<file path="config.mk">
export PLATFORM = sky130hd
export DESIGN_NAME = sccb_init_seq
export DESIGN_NICKNAME = d
export VERILOG_FILES = /design/src/rtl/sccb_init_seq.sv
export SDC_FILE = /design/constraint.sdc
export NUM_CORES = 1
export LEC_CHECK = 0
export BUFFER_PORTS_ARGS = -buffer_cell sky130_fd_sc_hd__buf_2
export CAP_MARGIN = 20
export CORE_AREA = 2 2 123 125
export DETAILED_ROUTE_END_ITERATION = 16
export DIE_AREA = 0 0 125 127
export GPL_TIMING_DRIVEN = 0
export SETUP_SLACK_MARGIN = 0.3
export SLEW_MARGIN = 20
export SYNTH_ARGS = -nofsm -noshare
export SYNTH_HDL_FRONTEND = slang
export SYNTH_SLANG_ARGS = --single-unit
export TNS_END_PERCENT = 1
</file>
<file path="constraint.sdc">
create_clock -name sys_clk -period 8.5 [get_ports sys_clk]
set_input_delay 0.425 -clock sys_clk [delete_from_list [all_inputs] [get_ports sys_clk]]
set_output_delay 0.425 -clock sys_clk [all_outputs]
set_load 0.01 [all_outputs]
</file>
<file path="src/rtl/sccb_init_seq.sv">
// sccb_init_seq: boot-time camera register-table sequencer issuing SCCB writes with NACK retry.
// Define SCCB_INIT_READBACK_EN to verify every write with a read of the same sub-address.
module sccb_init_seq #(
  parameter logic [7:0] DEV_ADDR   = 8'h42,
  parameter int         TBL_ADDR_W = 8,
  parameter int         DLY_UNIT   = 1000,
  parameter int         MAX_RETRY  = 2
) (
  input  logic                  sys_clk,
  input  logic                  rst_n,
  input  logic                  start_i,
  input  logic                  abort_i,
  output logic [TBL_ADDR_W-1:0] tbl_addr_o,
  input  logic [17:0]           tbl_data_i,
  output logic                  sccb_req_vld_o,
  input  logic                  sccb_req_rdy_i,
  output logic                  sccb_req_rw_o,
  output logic [7:0]            sccb_req_dev_o,
  output logic [7:0]            sccb_req_sub_o,
  output logic [7:0]            sccb_req_dat_o,
  input  logic                  sccb_rsp_vld_i,
  input  logic                  sccb_rsp_err_i,
  input  logic [7:0]            sccb_rsp_dat_i,
  output logic                  busy_o,
  output logic                  done_o,
  output logic                  err_o,
  output logic [1:0]            err_code_o,
  output logic [TBL_ADDR_W-1:0] err_idx_o
);
  localparam int RW = (MAX_RETRY < 1) ? 1 : $clog2(MAX_RETRY + 1);
  typedef enum logic [3:0] {
    IDLE, FETCH, DECODE, ISSUE, WAIT_RSP, NEXT, DLY, DONE
`ifdef SCCB_INIT_READBACK_EN
    , RB_ISSUE, RB_WAIT
`endif
  } state_t;
  state_t state, state_nxt;
  logic [TBL_ADDR_W-1:0] idx;
  logic [RW-1:0] retry_cnt;
  logic abort_pend, abort_now, retry_ok, retry_inc, err_set;
  logic [1:0] code_nxt, cmd;
  logic [7:0] sub, dat;
  logic [31:0] dly_cnt, dly_load;
  assign cmd       = tbl_data_i[17:16];
  assign abort_now = abort_pend | abort_i;
  assign retry_ok  = retry_cnt < RW'(MAX_RETRY);
  assign dly_load  = tbl_data_i[7:0] == 8'd0 ? 32'd0 : 32'(tbl_data_i[7:0]) * 32'(DLY_UNIT) - 32'd1;
  assign busy_o    = state != IDLE;
  assign done_o    = state == DONE;
  assign tbl_addr_o     = idx;
  assign sccb_req_sub_o = sub;
  assign sccb_req_dat_o = dat;
  assign sccb_req_dev_o = sccb_req_vld_o ? DEV_ADDR : 8'h00;
`ifdef SCCB_INIT_READBACK_EN
  assign sccb_req_vld_o = state == ISSUE || state == RB_ISSUE;
  assign sccb_req_rw_o  = state == RB_ISSUE;
  assign retry_inc = sccb_rsp_vld_i && sccb_rsp_err_i && retry_ok && (state == WAIT_RSP || state == RB_WAIT);
`else
  assign sccb_req_vld_o = state == ISSUE;
  assign sccb_req_rw_o  = 1'b0;
  assign retry_inc = sccb_rsp_vld_i && sccb_rsp_err_i && retry_ok && state == WAIT_RSP;
  logic unused_rsp_dat;
  assign unused_rsp_dat = ^sccb_rsp_dat_i;
`endif
  always_ff @(posedge sys_clk)
    if (!rst_n) state <= IDLE;
    else state <= state_nxt;
  always_comb begin
    state_nxt = state;
    err_set   = 1'b0;
    code_nxt  = 2'b00;
    case (state)
      IDLE:     state_nxt = start_i ? FETCH : IDLE;
      FETCH:    state_nxt = abort_now ? DONE : DECODE;
      DECODE: begin
        state_nxt = cmd == 2'b00 ? ISSUE : cmd == 2'b01 ? DLY : DONE;
        err_set   = cmd == 2'b10;
        code_nxt  = 2'b11;
      end
      ISSUE:    state_nxt = sccb_req_rdy_i ? WAIT_RSP : ISSUE;
      WAIT_RSP: if (sccb_rsp_vld_i) begin
`ifdef SCCB_INIT_READBACK_EN
        state_nxt = !sccb_rsp_err_i ? RB_ISSUE : retry_ok ? ISSUE : DONE;
`else
        state_nxt = !sccb_rsp_err_i ? NEXT : retry_ok ? ISSUE : DONE;
`endif
        err_set   = sccb_rsp_err_i && !retry_ok;
        code_nxt  = 2'b01;
      end
`ifdef SCCB_INIT_READBACK_EN
      RB_ISSUE: state_nxt = sccb_req_rdy_i ? RB_WAIT : RB_ISSUE;
      RB_WAIT:  if (sccb_rsp_vld_i) begin
        state_nxt = sccb_rsp_err_i ? (retry_ok ? RB_ISSUE : DONE) : sccb_rsp_dat_i != dat ? DONE : NEXT;
        err_set   = sccb_rsp_err_i ? !retry_ok : sccb_rsp_dat_i != dat;
        code_nxt  = sccb_rsp_err_i ? 2'b01 : 2'b10;
      end
`endif
      NEXT:     state_nxt = &idx ? DONE : FETCH;
      DLY:      state_nxt = abort_now ? DONE : dly_cnt == 32'd0 ? NEXT : DLY;
      DONE:     state_nxt = IDLE;
      default:  state_nxt = IDLE;
    endcase
  end
  always_ff @(posedge sys_clk)
    if (!rst_n) begin
      idx        <= '0;
      retry_cnt  <= '0;
      abort_pend <= 1'b0;
      sub        <= 8'h00;
      dat        <= 8'h00;
      dly_cnt    <= 32'd0;
      err_o      <= 1'b0;
      err_code_o <= 2'b00;
      err_idx_o  <= '0;
    end else begin
      if (state == IDLE && start_i) begin
        idx        <= '0;
        retry_cnt  <= '0;
        err_o      <= 1'b0;
        err_code_o <= 2'b00;
        err_idx_o  <= '0;
      end
      if (state == DECODE) begin
        sub     <= tbl_data_i[15:8];
        dat     <= tbl_data_i[7:0];
        dly_cnt <= dly_load;
      end
      if (state == DLY && dly_cnt != 32'd0) dly_cnt <= dly_cnt - 32'd1;
      if (retry_inc) retry_cnt <= retry_cnt + 1'b1;
      if (state == NEXT) begin
        retry_cnt <= '0;
        if (!(&idx)) idx <= idx + 1'b1;
      end
      if (err_set) begin
        err_o      <= 1'b1;
        err_code_o <= code_nxt;
        err_idx_o  <= idx;
      end
      abort_pend <= (state == IDLE || state == DONE) ? 1'b0 : abort_pend | abort_i;
    end
endmodule
</file>
==> results of run 1 <==
==> per-stage QoR <==
step	cells	power, mW	worst slack, ns	hold WS [ns]	utilization [%]
global placement	976	2.01	3.06	0.441	43.4
CTS	990	2.42	3.30	0.325	45.4
finish	990	2.44	3.28	0.332	45.4
detailed placement	976	2.05	2.96	0.446	43.4
global route	990	2.65	3.07	0.328	45.4
floorplan	728	1.69	3.73	0.471	-
==> routing by layer <==
| metal | wire [um] | vias to the layer above | global-route usage, % |
|---|---|---|---|
| met5 | 0 | - | 0 |
| met4 | 143 | 0 | 4.77 |
| met3 | 688 | 15 | 3.69 |
| met2 | 7010 | 146 | 31.1 |
| met1 | 7460 | 2630 | 26.2 |
| li1 | - | 2735 | - |
==> sequential cells by signal, summed over array words and instances (netlist names), 2 cells and up <==
register and flops:
err_code_o 2, sccb_req_sub_o 8, err_idx_o 8, tbl_addr_o 8, state 3, sccb_req_dat_o 8
retry_cnt 2, dly_cnt 32
==> path summary, 6_finish.rpt <==
kind,slack (ns),end,start,cells after the start
max,3.28,dly_cnt[22],tbl_data_i[1],17
min,0.33,sccb_req_sub_o[2],tbl_data_i[10],3
max reg2reg,5.39,dly_cnt[29],dly_cnt[4],6
min reg2reg,0.45,sccb_req_dat_o[0],sccb_req_dat_o[0],2
==> where the power goes <==
part	total [mW]	switching, mW	internal [mW]
logic	1.58	1.01	0.572
registers	0.489	0.0705	0.418
clock network	0.367	0.144	0.224
==> logic make-up after synthesis <==
kind of cell	share of synthesized area, %
AND/OR/NAND/NOR	23.9
AO/OA/AOI/OAI	21.4
buffers and inverters	7.02
flip-flops	25.7
adder cells (fa/ha/maj)	17.3
XOR/XNOR	3.08
multiplexers	1.65
other	0.0659
==> worst min-delay path, cell delays in order <==
cell,delay [ns]
buf_2,0.09
nand2_1,0.04
a21oi_1,0.05
==> layout by cell type, fill, tap and decap left out, drive strengths merged, types with 10 or more instances in the layout <==
cell type	n
nand2	96
a21oi	71
nor2	48
nand4	13
clkbuf	35
ha	45
nor4	15
fa	21
xor2	10
a31oi	13
o21ai	25
buf	80
xnor2	10
inv	47
o211ai	10
nand3	29
dfxtp	73
a22oi	11
nor3	30
==> layout make-up <==
type	instances	area, sq um	share of cell area, %
Buffer	42	223	3.40
Clock buffer	9	225	3.44
Clock inverter	5	58.8	0.898
Inverter	47	176	2.69
Multi-Input combinational cell	566	3850	58.8
Sequential cell	73	1460	22.3
Tap cell	184	230	3.52
Timing Repair Buffer	64	320	4.89
==> metrics.yaml, run 1 <==
cts:
  worstSkewPairLatency_ns: 0.34
  htree_num_levels: 3
  cts_resized: 0
  cts_hold_buf: 0
  ctsRootBufferMaster: "clkbuf_16"
  clockBufferDepth: 2
  postCtsSetupRepairBufs: 0
  cts_tree: "done"
  clkTransAtPathRegs_ns: 0.06
  cts_made_buffers: 9
  cts.sinks: 73
global_routing:
  gr-usage-all-layers_pct: 19.1
  antenna_found_initial: 0
  grt_pass1_vias: 5316
  grt_max_degree: 13
  grt_pass1_wl_um: 25500
  overflow: 0
drt:
  drc_errors: 0
  routed_wl_um: 15300
  wl_per_cell_um: 15.5
  via_count: 5526
  first_iter_violations: 462
  final_antenna_net_count: 0
  dr.pass1.iters: 5
  viasPerCell: 5.58
timing:
  rsz0062_at_grt: "false"
  tns_ns: 0
  fmax_ghz: 0.192
  hold_violations: 0
  setup_viol: 0
  min_period_ns: 5.22
  finClkSkew_ns: 0.0111
  worst_pin_slew_ns: 0.773
  relSlewSlack_pct: 48.0
  report.final.slew_viol_count: 0
  fin_crit_sh_pct: 61.4
floorplanning:
  die_w_um: 125
  rows: 44
  core_area_sq_um: 14400
  ioPinCount: 80
  die-area_sq_um: 15900
  start_util_pct: 39.4
  die_h_um: 127
worst_setup_path:
  cpMostUsedCell: "fa_1"
  path_cells: "buf_2 -> fa_1 -> inv_1 -> fa_1 -> fa_1 -> fa_1 -> inv_1 -> ha_1 -> buf_2 -> a21o_1 -> a31oi_1 -> a21oi_1 -> a2111o_1 -> a211oi_1 -> nand4_1 -> clkbuf_1 -> a22oi_1"
  path_class: "in2reg"
  start_kind: "primary input"
  slowest_delay_ns: 0.55
  arrival_ns: 5.47
  cp_num_buf_inv: 5
  slowest_stage: "fa_1"
  end_kind: "flop"
  path_max_fanout: 10
  cp_top_family: "adder cells"
  required_ns: 8.75
finish:
  syn_to_final_growth_pct: 15.1
  drive_gt1_share_pct: 14.8
  nFillCells: 1469
  finalInstanceArea_sq_um: 6550
  diodes: 0
  fin_nets: 902
yosys:
  synthesis.instances: 722
  netlist_top_cells_count: "nand2_1, dfxtp_1, a21oi_1"
  synth.distinct_cells: 72
  synth_top_flop_cell: "dfxtp_1"
  seq_area_frac_synth_pct: 25.7
  yosys.area.top_type_share_pct: 25.7
  synth_edf_count: 0
  ys_top_cells_by_area: "dfxtp_1, ha_1, fa_1, nand2_1, a21oi_1"
  synth_warnings: 0
  synth_top_area_cell: "dfxtp_1"
  async_flop_share_pct: 0
  netlist_area_sq_um: 5690
  synth.avg_cell_area_sq_um: 7.88
  ys_ff_latch: 73
  synth.most_common_cell: "nand2_1"
placement:
  io_buffers: 64
  placed_area_sq_um: 6260
  gp_congestion: 0.855
  dp_hpwl_um: 11900
power_and_ir_drop:
  p_leak_nw: 2.76
  ir_drop_uv: 174
  power.density_nw_per_um2: 372
min_path:
  hp-class: "in2reg"
outcome:
  status: "completed"
job:
  cap_violations: 0
Note: power is estimated with default switching activity, not from simulation.
==> inputs of run 2 (changes only) <==
==> constraint.sdc (replaced) <==
create_clock -name sys_clk -period 5.35 [get_ports sys_clk]
set_input_delay 0.2675 -clock sys_clk [delete_from_list [all_inputs] [get_ports sys_clk]]
set_output_delay 0.2675 -clock sys_clk [all_outputs]
set_load 0.01 [all_outputs]
==> metrics.yaml, run 2 (same netlist as run 1, synthesis figures left out) <==
global_routing:
  antenna_found_initial: 0
  grt_pass1_wl_um: 25500
  overflow: 0
  gr-usage-all-layers_pct: 19.1
  grt_pass1_vias: 5316
  grt_max_degree: 13
drt:
  routed_wl_um: 15300
  drc_errors: 0
  first_iter_violations: 407
  via_count: 5518
  wl_per_cell_um: 15.5
  dr.pass1.iters: 5
  viasPerCell: 5.57
  final_antenna_net_count: 0
worst_setup_path:
  path_max_fanout: 10
  end_kind: "flop"
  r2r_start: "dly_cnt[4]"
  cp_num_buf_inv: 5
  required_ns: 5.60
  path_class: "in2reg"
  cp_top_family: "adder cells"
  reg2reg_depth: 6
  r2r_end: "dly_cnt[29]"
  rrSetupSlack_ns: 2.27
  path_cells: "buf_2 -> fa_1 -> inv_1 -> fa_1 -> fa_1 -> fa_1 -> inv_1 -> ha_1 -> buf_2 -> a21o_1 -> a31oi_1 -> a21oi_1 -> a2111o_1 -> a211oi_2 -> nand4_1 -> clkbuf_2 -> a22oi_1"
  slowest_delay_ns: 0.55
  crit_cells: 17
  start_kind: "primary input"
  cpMostUsedCell: "fa_1"
  critPathLaunch: "tbl_data_i[1]"
  slowest_stage: "fa_1"
  crit_path_end: "dly_cnt[23]"
  arrival_ns: 5.12
cts:
  ctsRootBufferMaster: "clkbuf_16"
  cts.sinks: 73
  cts_tree: "done"
  postCtsSetupRepairBufs: 0
  worstSkewPairLatency_ns: 0.33
  htree_num_levels: 3
  clockBufferDepth: 2
  clkTransAtPathRegs_ns: 0.06
  cts_made_buffers: 9
power_and_ir_drop:
  power.density_nw_per_um2: 591
  ir_drop_uv: 276
  p_total_mw: 3.87
  p_leak_nw: 2.76
placement:
  placedCellCount: 976
  dp_slack_ns: -0.0315
  placed_area_sq_um: 6260
  gp_congestion: 0.855
  io_buffers: 64
  dp_hpwl_um: 11900
finish:
  drive_gt1_share_pct: 15.0
  nFillCells: 1472
  syn_to_final_growth_pct: 15.2
  diodes: 0
  finalInstanceArea_sq_um: 6550
  top_register: "dly_cnt"
  final_cells: 990
  largest_register_ffs: 32
  fin_util_pct: 45.4
  final_cell_mix: "nand2_1, dfxtp_1, a21oi_1"
  fin_nets: 902
  multi_input_area_sq_um: 3860
  final_common_cell: "nand2_1"
  final-seq-area_sq_um: 1460
floorplanning:
  die_h_um: 127
  start_util_pct: 39.4
  core_area_sq_um: 14400
  ioPinCount: 80
  rows: 44
  die_w_um: 125
  die-area_sq_um: 15900
timing:
  fmax_ghz: 0.205
  fin_crit_sh_pct: 91.0
  hold_violations: 0
  setup_viol: 0
  setup_slack_ns: 0.481
  relSlewSlack_pct: 49.5
  rsz0062_at_grt: "true"
  min_period_ns: 4.87
  worst_pin_slew_ns: 0.752
  report.final.slew_viol_count: 0
  finClkSkew_ns: 0.0104
job:
  cap_violations: 0
min_path:
  worstHoldStart: "tbl_data_i[10]"
  hp-class: "in2reg"
outcome:
  status: "completed"
run 2: cell types whose count changed in the layout (fill, tap and decap cells not counted):
cell	previous run	this run
clkbuf_2	0	1
a21boi_0	4	3
a21boi_1	0	1
a211oi_1	3	2
clkbuf_1	26	25
a211oi_2	0	1
run 2: routing by layer:
metal,GRT usage [%],vias to the layer above,part of all wire [%]
li1,-,2737,-
met1,26.2,2616,48
met2,31.1,150,46
met3,3.69,15,4.5
met4,4.77,0,1.0
met5,0,-,0
run 2: how the worst min path moves through the flow:
stage                         to  cells after the start
2_1_floorplan  sccb_req_dat_o[0]                      2
3_3_place_gp               err_o                      2
3_5_place_dp   sccb_req_sub_o[5]                      2
4_1_cts        sccb_req_sub_o[0]                      3
5_1_grt        sccb_req_sub_o[0]                      3
6_report       sccb_req_sub_o[2]                      3
run 2: cell type report:
cell class,instances,area share [%]
Buffer,42,3.42
Clock buffer,9,3.44
Clock inverter,5,0.897
Inverter,47,2.69
Multi-Input combinational cell,566,58.9
Sequential cell,73,22.3
Tap cell,184,3.51
Timing Repair Buffer,64,4.89
run 2: worst min-delay path: stages:
cell and delay (ns):
buf_2 0.09, nand2_1 0.04, a21oi_1 0.05
run 2: stage by stage:
step / hold slack, ns / TNS [ns]
after global routing: 0.170 / 0
final: 0.175 / 0
after global placement: 0.441 / 0
after CTS: 0.167 / 0
after floorplan: 0.403 / 0
after detailed placement: 0.446 / -0.181
run 2: where the power goes:
| part | internal [mW] | switching, mW |
|---|---|---|
| logic | 0.912 | 1.60 |
| clock network | 0.355 | 0.226 |
| registers | 0.665 | 0.112 |
| total | 1.93 | 1.94 |
run 2: timing repair:
item,CTS,global route
gates resized for setup,0,4
hold buffers,0,0
hold endpoints to repair,0,0
setup endpoints to repair,0,14
